### src/rtl/cpu_pkg.sv
// cpu_pkg: shared encodings for the mini CPU sequencer
package cpu_pkg;
   localparam logic [1:0] CLS_ALU = 2'b00;
   localparam logic [1:0] CLS_LDI = 2'b01;
   localparam logic [1:0] CLS_JNZ = 2'b10;
   localparam logic [1:0] CLS_HLT = 2'b11;
   localparam logic [1:0] OP_ADD = 2'b00;
   localparam logic [1:0] OP_SUB = 2'b01;
   localparam logic [1:0] OP_AND = 2'b10;
   localparam logic [1:0] OP_OR  = 2'b11;
   typedef enum logic [2:0] {ST_IDLE, ST_FETCH, ST_DECODE, ST_EXEC, ST_HALT} state_e;
   localparam int F_CLS = 8;
   localparam int F_OP  = 6;
   localparam int F_RD  = 4;
   localparam int F_RS1 = 2;
   localparam int F_RS2 = 0;
   function automatic logic [1:0] fld(input logic [9:0] w, input int pos);
      return w[pos +: 2];
   endfunction
endpackage

### src/rtl/cpu_if.sv
// cpu_if: instruction-fetch handshake and ALU operand/result bus
interface cpu_if #(parameter int PC_W = 4, parameter int IW = 10);
   logic            imem_req;
   logic [PC_W-1:0] imem_addr;
   logic            imem_ack;
   logic [IW-1:0]   imem_data;
   logic [1:0]      alu_opcode;
   logic [3:0]      alu_a;
   logic [3:0]      alu_b;
   logic [3:0]      alu_result;
   modport master (output imem_req, imem_addr, alu_opcode, alu_a, alu_b,
                   input  imem_ack, imem_data, alu_result);
   modport slave  (input  imem_req, imem_addr, alu_opcode, alu_a, alu_b,
                   output imem_ack, imem_data, alu_result);
endinterface

### src/rtl/cpu_regfile.sv
// cpu_regfile: 4x4-bit register file, two read ports, debug port, one write port
module cpu_regfile (
   input  logic       clk,
   input  logic       rst,
   input  logic       we,
   input  logic [1:0] wa,
   input  logic [3:0] wd,
   input  logic [1:0] ra1,
   input  logic [1:0] ra2,
   input  logic [1:0] dsel,
   output logic [3:0] rd1,
   output logic [3:0] rd2,
   output logic [3:0] ddata
);
   logic [3:0] rf [4];
   // single synchronous write, whole file cleared by reset
   always_ff @(posedge clk or posedge rst)
      if (rst) for (int i = 0; i < 4; i++) rf[i] <= '0;
      else if (we) rf[wa] <= wd;
   assign rd1   = rf[ra1];
   assign rd2   = rf[ra2];
   assign ddata = rf[dsel];
endmodule

### src/rtl/cpu_sequencer.sv
// cpu_sequencer: fetch/decode/execute controller driving the 4-bit ALU
module cpu_sequencer import cpu_pkg::*; #(
   parameter int PC_W = 4,
   parameter int IW   = 10
) (
   input  logic       clk,
   input  logic       rst,
   input  logic       start,
   cpu_if.master      bus,
   output logic       busy,
   output logic       halted,
   input  logic [1:0] dbg_sel,
   output logic [3:0] dbg_data
);
   localparam logic [2:0] S_IDLE   = ST_IDLE;
   localparam logic [2:0] S_FETCH  = ST_FETCH;
   localparam logic [2:0] S_DECODE = ST_DECODE;
   localparam logic [2:0] S_EXEC   = ST_EXEC;
   localparam logic [2:0] S_HALT   = ST_HALT;
   logic [2:0]      state;
   logic [PC_W-1:0] pc;
   logic [IW-1:0]   ir;
   logic [1:0]      cls, rd, rs1, rs2;
   logic [3:0]      rd1, rd2, wd;
   logic            we, jmp;
   assign cls = fld(ir[9:0], F_CLS);
   assign rd  = fld(ir[9:0], F_RD);
   assign rs1 = fld(ir[9:0], F_RS1);
   assign rs2 = fld(ir[9:0], F_RS2);
   assign we  = state == S_EXEC && (cls == CLS_ALU || cls == CLS_LDI);
   assign wd  = cls == CLS_LDI ? ir[3:0] : bus.alu_result;
   assign jmp = cls == CLS_JNZ && rd1 != 4'd0;
   assign bus.imem_req  = state == S_FETCH;
   assign bus.imem_addr = pc;
   assign busy   = state == S_FETCH || state == S_DECODE || state == S_EXEC;
   assign halted = state == S_HALT;
   // port 1 reads rs1 while decoding and rd (the JNZ test register) while executing
   cpu_regfile u_rf (
      .clk(clk), .rst(rst), .we(we), .wa(rd), .wd(wd),
      .ra1(state == S_EXEC ? rd : rs1), .ra2(rs2), .dsel(dbg_sel),
      .rd1(rd1), .rd2(rd2), .ddata(dbg_data)
   );
   // control FSM with PC, IR and the registered ALU operands
   always_ff @(posedge clk or posedge rst)
      if (rst) begin
         state          <= S_IDLE;
         pc             <= '0;
         ir             <= '0;
         bus.alu_opcode <= '0;
         bus.alu_a      <= '0;
         bus.alu_b      <= '0;
      end else
         case (state)
            S_IDLE, S_HALT: if (start) begin
               pc    <= '0;
               state <= S_FETCH;
            end
            S_FETCH: if (bus.imem_ack) begin
               ir    <= bus.imem_data;
               state <= S_DECODE;
            end
            S_DECODE: begin
               bus.alu_opcode <= fld(ir[9:0], F_OP);
               bus.alu_a      <= rd1;
               bus.alu_b      <= rd2;
               state          <= S_EXEC;
            end
            S_EXEC: begin
               pc    <= cls == CLS_HLT ? pc : jmp ? PC_W'(ir[3:0]) : pc + 1'b1;
               state <= cls == CLS_HLT ? S_HALT : S_FETCH;
            end
            default: state <= S_IDLE;
         endcase
endmodule

### src/flat_wrapper.sv
// flat-port wrapper written by rule: the top's interface ports become plain ports
module cpu_sequencer_flat import cpu_pkg::*;
#(
   parameter int PC_W = 4,
   parameter int IW   = 10
)
  (clk, rst, start, busy, halted, dbg_sel, dbg_data, bus_imem_req, bus_imem_addr, bus_alu_opcode, bus_alu_a, bus_alu_b, bus_imem_ack, bus_imem_data, bus_alu_result);
  cpu_if #(.PC_W(PC_W), .IW(IW)) bus_i ();
  input  logic clk;
  input  logic rst;
  input  logic start;
  output logic busy;
  output logic halted;
  input  logic [1:0] dbg_sel;
  output logic [3:0] dbg_data;
  output wire logic [$bits(bus_i.imem_req)-1:0] bus_imem_req;
  output wire logic [$bits(bus_i.imem_addr)-1:0] bus_imem_addr;
  output wire logic [$bits(bus_i.alu_opcode)-1:0] bus_alu_opcode;
  output wire logic [$bits(bus_i.alu_a)-1:0] bus_alu_a;
  output wire logic [$bits(bus_i.alu_b)-1:0] bus_alu_b;
  input wire logic [$bits(bus_i.imem_ack)-1:0] bus_imem_ack;
  input wire logic [$bits(bus_i.imem_data)-1:0] bus_imem_data;
  input wire logic [$bits(bus_i.alu_result)-1:0] bus_alu_result;
  assign bus_imem_req = bus_i.imem_req;
  assign bus_imem_addr = bus_i.imem_addr;
  assign bus_alu_opcode = bus_i.alu_opcode;
  assign bus_alu_a = bus_i.alu_a;
  assign bus_alu_b = bus_i.alu_b;
  assign bus_i.imem_ack = bus_imem_ack;
  assign bus_i.imem_data = bus_imem_data;
  assign bus_i.alu_result = bus_alu_result;
  cpu_sequencer #(.PC_W(PC_W), .IW(IW)) u_core (.clk(clk), .rst(rst), .start(start), .bus(bus_i), .busy(busy), .halted(halted), .dbg_sel(dbg_sel), .dbg_data(dbg_data));
endmodule
### config.mk
export PLATFORM = sky130hd
export DESIGN_NAME = cpu_sequencer_flat
export DESIGN_NICKNAME = d
export VERILOG_FILES = /design/src/rtl/cpu_pkg.sv /design/src/rtl/cpu_if.sv /design/src/rtl/cpu_regfile.sv /design/src/rtl/cpu_sequencer.sv /design/src/flat_wrapper.sv
export SDC_FILE = /design/constraint.sdc
export NUM_CORES = 1
export LEC_CHECK = 0
export ABC_AREA = 1
export ABC_CLOCK_PERIOD_IN_PS = 1900
export CORE_MARGIN = 3
export CORE_UTILIZATION = 50
export CTS_CLUSTER_DIAMETER = 100
export DETAILED_ROUTE_END_ITERATION = 8
export GPL_TIMING_DRIVEN = 0
export PLACE_DENSITY = 0.75
export REMOVE_ABC_BUFFERS = 1
export SYNTH_ARGS = -nofsm -noshare
export SYNTH_HDL_FRONTEND = slang
export SYNTH_SLANG_ARGS = --single-unit
export TNS_END_PERCENT = 5
### constraint.sdc
create_clock -name clk -period 1.9 [get_ports clk]
set_input_delay 0.285 -clock clk [delete_from_list [all_inputs] [get_ports clk]]
set_output_delay 0.285 -clock clk [all_outputs]
set_load 0.02 [all_outputs]
# Word level (Yosys, flattened, before mapping)

Index checks and enable logic that the tools add are counted.

Word-level logic and storage cells: 66
Output and inout port bits: 21
Bits in registers: 43
Memories: 0
Input bits: 20
Bits in latches: 0
Memory bits (writable): 0
Memory bits (read-only): 0

Multipliers: 0
Order comparisons: 5
Bitwise logic cells: 4
Eq/ne operators: 10
Shifts and indexed selects: 0
Div/mod/pow operators: 0
Multiplexer cells: 22
Add/sub/neg operators: 1
Reduce and logical (&&, ||, !) cells: 14

Operators with widths:

| cell                                                                 | count |
|---|---|
| 4-bit 2-to-1 mux                                                     | 11 |
| 4-bit binary-select mux with 2-bit select                            | 3 |
| 16-bit bitwise mux                                                   | 1 |
| 3-bit greater-or-equal comparator, second input constant             | 4 |
| 2-bit NOT with 3-bit output                                          | 4 |
| 3-bit case mux with 4 select lines                                   | 1 |
| 3-bit 2-to-1 mux                                                     | 3 |
| 4-bit demux with 2-bit select                                        | 1 |
| 4-bit case mux with 2 select lines                                   | 1 |
| 3-bit by 2-bit == test with 1-bit output, second input constant      | 2 |
| 4-bit by 1-bit adder with 4-bit output, second input constant        | 1 |
| 2-bit == test, second input constant                                 | 2 |
| 2-bit != test, second input constant                                 | 2 |
| 2-bit AND reduction                                                  | 2 |
| 4-bit nonzero test                                                   | 1 |
| 3-bit by 1-bit == test with 1-bit output, second input constant      | 1 |
| 3-bit == test, second input constant                                 | 1 |
| 1-bit logical AND                                                    | 3 |
| 3-bit zero test                                                      | 1 |
| 1-bit logical OR                                                     | 3 |
| 3-bit by 1-bit < comparator with 1-bit output, second input constant | 1 |
| 3-bit AND reduction                                                  | 1 |
| 2-bit by 1-bit == test with 1-bit output, second input constant      | 1 |
| 2-bit zero test                                                      | 1 |
| other kinds (4)                                                      | 4 |

# Logic depth before layout (Yosys ltp)

Gate-level depths: netlist of the first run.

Depth in word-level cells: 11
Depth in mapped cells: 14
Gate-level depth less buffers: 13

# By module

From an unflattened synthesis of the first run, not the netlist that was laid out.

Cell total of the unflattened synthesis: 351
Area, all modules: 2,473.6 µm²

By module, submodules not included:

| module        | times used | area an instance (µm²) | cells an instance | sequential area each (µm²) |
|---|---|---|---|---|
| cpu_sequencer | 1          | 1,335.0                | 169               | 675.6 |
| cpu_regfile   | 1          | 1,138.6                | 182               | 400.4 |

# Worst setup path before layout of the first run

Ideal clock, no wire load.

Kind: register to register
From: register u_core.state[0]
To: register u_core.ir[0]
Stages on the path, launching flop included: 7
Path slack: 0.227 ns
Data arrival time: 1.538 ns
Required time: 1.765 ns
Path buffers: 1
Path through: dfrtp_1 inv_1 nor3_2 nand2_1 clkbuf_1 nor2_1 a21oi_1

Longest elaborated chain between the ends: 2

RTL lines:

| what                                     | line                | source |
|---|---|---|
| from (decl)                              | cpu_sequencer.sv:20 | `logic [2:0] state;` |
| from (signal assigned)                   | cpu_sequencer.sv:70 | `state <= cls == CLS_HLT ? S_HALT : S_FETCH;` |
| 3-bit by 1-bit == test with 1-bit output | n/a                 |  |
| via bus_imem_req                         | flat_wrapper.sv:16  | `output wire logic [$bits(bus_i.imem_req)-1:0] bus_imem_req;` |
| 2-bit AND reduction (no source line)     | n/a                 |  |
| to (signal assigned)                     | cpu_sequencer.sv:59 | `ir <= bus.imem_data;` |
| to (decl)                                | cpu_sequencer.sv:22 | `logic [IW-1:0] ir;` |

The timed path passes the listed nets, and every way through them passes these cells.
A chain may end at the register's enable or synchronous reset.

# Worst setup path in the final report of the first run

From: register u_core.state[0]
To: output port busy

Longest elaborated chain between the ends: 3

RTL lines:

| what                                                                                                 | line                | source |
|---|---|---|
| 3-bit by 1-bit == test with 1-bit output or 3-bit by 2-bit == test with 1-bit output (tied branches) | cpu_sequencer.sv:35 | `assign busy = state == S_FETCH \|\| state == S_DECODE \|\| state == S_EXEC;` |
| 1-bit logical OR                                                                                     | cpu_sequencer.sv:35 |  |
| 1-bit logical OR (*)                                                                                 | cpu_sequencer.sv:35 |  |
| to (decl)                                                                                            | flat_wrapper.sv:12  | `output logic busy;` |

Mark *: on every way between the ends. The rest lies on a longest branch, timed or not.

==> impl_metrics.tcl, run 1 <==
set metrics [dict create \
    synth_top_family_by_area "simple AND/OR/NAND/NOR gates" \
    die_area_mm2 0.00542 \
    crit_path_max_fanout 5 \
    yosys.area_share.simple 0.241 \
    internal-power_mw 2.74 \
    routedWlPerCell_um 14.8 \
    drc 0 \
    critPathTopFamily "buffers and inverters" \
    rsz0062_at_grt "yes" \
    async_flop_share 1.00 \
    drtPass1Iterations 5 \
    seq_area_frac_synth 0.471 \
    yosys.area_share.adder 0.00547 \
    max_cap_viol_count 0 \
    synthMuxAreaShare 0.0246 \
    whs_endpoint "u_core.bus.alu_b[1]" \
    finalSetupViolations 0 \
    finClkSkew_ns 0.00913 \
    final_cell_area_mm2 0.00285 \
    synth_area_mm2 0.00229 \
    overflow 0 \
    synth_compound_area_frac 0.177 \
    tightest_slew_ns 0.907 \
    end_kind "output pin" \
    dp_hpwl_um 4000 \
    synth_ff_type "dfrtp_1" \
    synth_xor_area_frac 0.00766 \
    drt_iter0_drc 149 \
    syn_avg_cell_area_um2 8.05 \
    layout_min_cycle_time_ns 1.83 \
    rr_startpoint "u_core.state[2]" \
    synth_seq_cells 43 \
    p_total_mw 4.98 \
    cp_slowest_stage_delay_ns 0.54 \
    grt_pass1_wl_um 9150 \
    clock_path_buffers 2 \
    reg2regPathDepth 12 \
    drv_slew 0 \
    synth_area_leaders "dfrtp_1, nand2_1, a21oi_1, o21ai_0, inv_1" \
    start_util 0.544 \
    synthTopCellsByCount "nand2_1, dfrtp_1, a21oi_1, o21ai_0, inv_1" \
    yosysTopAreaCell "dfrtp_1" \
    area_growth_pct 24.7 \
    ir_drop_mv 1.11 \
    port_buffers 40 \
    row_count 23 \
    htree_levels 2 \
    fmax_mhz 547 \
    synth_edf_count 0 \
    layout.nets 346 \
    p_sw_mw 2.24 \
    swShare 0.450 \
    powerDensity_mw_per_mm2 1750 \
    hold_viol 0 \
    fp.dieW_um 73.6 \
    cts_tree "done" \
    clock_latency_ns 0.31 \
    maxSlewHeadroom 0.394 \
    drive_gt1_frac 0.123 \
    gr-usage-all-layers 0.226 \
    path_class "reg -> out" \
    num-fill-cells 362 \
    clkTransAtPathRegs_ns 0.09 \
    rrSetupSlack_ns 0.09 \
    cts_hold_buf 0 \
    tns_ns 0 \
    viasPerCell 5.54 \
    p_seq_frac 0.339 \
    antenna_found_initial 0 \
    first_global_vias 1947 \
    wl_um 5550 \
    r2r-end "u_core.bus.imem_addr[1]" \
    route.vias.total 2083 \
    crit_path_start_kind "flop" \
    crit_start "u_core.state[0]" \
    place_area_mm2 0.00272 \
    yosys_warnings 0 \
    ant_nets 0 \
    arrival_ns 1.54 \
    cts_root_buf "clkbuf_8" \
    core_area_mm2 0.00420 \
    stdcell_count 376 \
    clock_sinks 43 \
    globalplace.congestion 0.886 \
    crit_path_top_delay_cell "clkdlybuf4s50_1" \
    status "completed" \
    diodes 0 \
    fin_crit_sh 0.963 \
    leakage_nw 1.33 \
    synth_cell_types 27 \
    syn_inst 284 \
    path_cells "nor2_2, nor2_1, clkdlybuf4s50_1" \
    hold_class "reg -> reg" \
    yosysMostFrequentCell "nand2_1" \
    pwr-share-clk 0.152 \
    die_h_um 73.6 \
    grt_max_degree 44 \
    share_comb_of_total_power 0.509 \
    cts_buffers 5 \
    dp_cells 368 \
    crit_buf_inv 1 \
    netlist.area_leader.share 0.471 \
    holdPathStages 1 \
    ios 41 \
    min_from "u_core.bus.alu_b[1]" \
    required_ns 1.62 \
]
-- layer usage --
layer  track usage  vias to the layer above  share of wire
li1              -                     1024              -
met1         0.294                      973           0.45
met2         0.363                       72           0.48
met3        0.0342                       14          0.047
met4         0.117                        0          0.024
met5             0                        -              0
-- stage by stage --
step,setup slack (ns),utilization,hold WS (ns)
final,0.0702,0.679,0.480
after global placement,-0.435,0.647,0.460
after floorplan,0.150,-,0.394
after detailed placement,-0.465,0.647,0.465
after global routing,-0.0352,0.679,0.494
after CTS,0.000423,0.676,0.485
-- logic make-up after synthesis --
| group | count (synthesis) |
|---|---|
| simple gates | 113 |
| compound gates | 78 |
| flops | 43 |
| buf+inv | 42 |
| mux | 5 |
| xor+xnor | 2 |
| fa+ha+maj | 1 |
-- power groups by stage --
stage	registers, mW	logic (mW)	clock network, mW
final	1.69	2.54	0.759
after global routing	1.74	2.81	0.801
after CTS	1.68	2.53	0.768
after detailed placement	1.68	2.53	0
after global placement	1.67	2.48	0
after floorplan	1.78	1.57	0
-- area by class of cell --
type,instances,area [um^2],share of cell area
Timing Repair Buffer,40,394,0.138
Inverter,36,138,0.0483
Sequential cell,43,1080,0.378
Clock inverter,2,35.0,0.0123
Clock buffer,6,82.6,0.0290
Tap cell,50,62.6,0.0219
Multi-Input combinational cell,199,1060,0.372
-- flip-flops by register name, indices dropped and copies added (netlist names) --
| signal | count |
|---|---|
| u_core.bus.alu_a | 4 |
| u_core.bus.imem_addr | 4 |
| u_core.ir | 10 |
| u_core.bus.alu_b | 4 |
| u_core.state | 3 |
| u_core.bus.alu_opcode | 2 |
| u_core.u_rf.rf | 16 |
-- cell usage in the layout, fill, tap and decap left out, drive strengths merged --
cell,netlist,final
mux2,5,5
nor3,4,4
clkinv,0,1
clkdlybuf4s15,0,1
dfrtp,43,43
dlygate4sd2,0,6
nor4,1,1
nand4,1,1
inv,36,36
ha,1,1
nor2,18,18
o22ai,1,1
nand2,61,61
clkbuf,5,6
o21ai,37,37
clkdlybuf4s50,0,33
xor2,1,1
a21oi,35,35
bufinv,0,1
xnor2,1,1
o211ai,1,1
nand3,28,28
a21o,4,4
-- worst max path at each step --
stage / cells after the start / slack (ns) / endpoint
6_report: 3 / 0.07 / busy
5_1_grt: 13 / -0.04 / u_core.bus.imem_addr[2]
4_1_cts: 3 / 0.0004 / busy
3_5_place_dp: 6 / -0.47 / dbg_data[3]
3_3_place_gp: 6 / -0.43 / dbg_data[3]
2_1_floorplan: 4 / 0.15 / u_core.ir[8]
-- repair_timing --
| action | 4_1_cts | 5_1_grt |
|---|---|---|
| setup endpoints to repair | 11 | 15 |
| resized for setup | 13 | 3 |
| buffers inserted | 0 | 0 |
(Power assumes the default switching activity.)
==> run 2, diff against run 1 <==
ABC_CLOCK_PERIOD_IN_PS = unset   (was 1900)
==> results of run 2 <==
Final layout, timing and power as in run 1 (identical DEF).
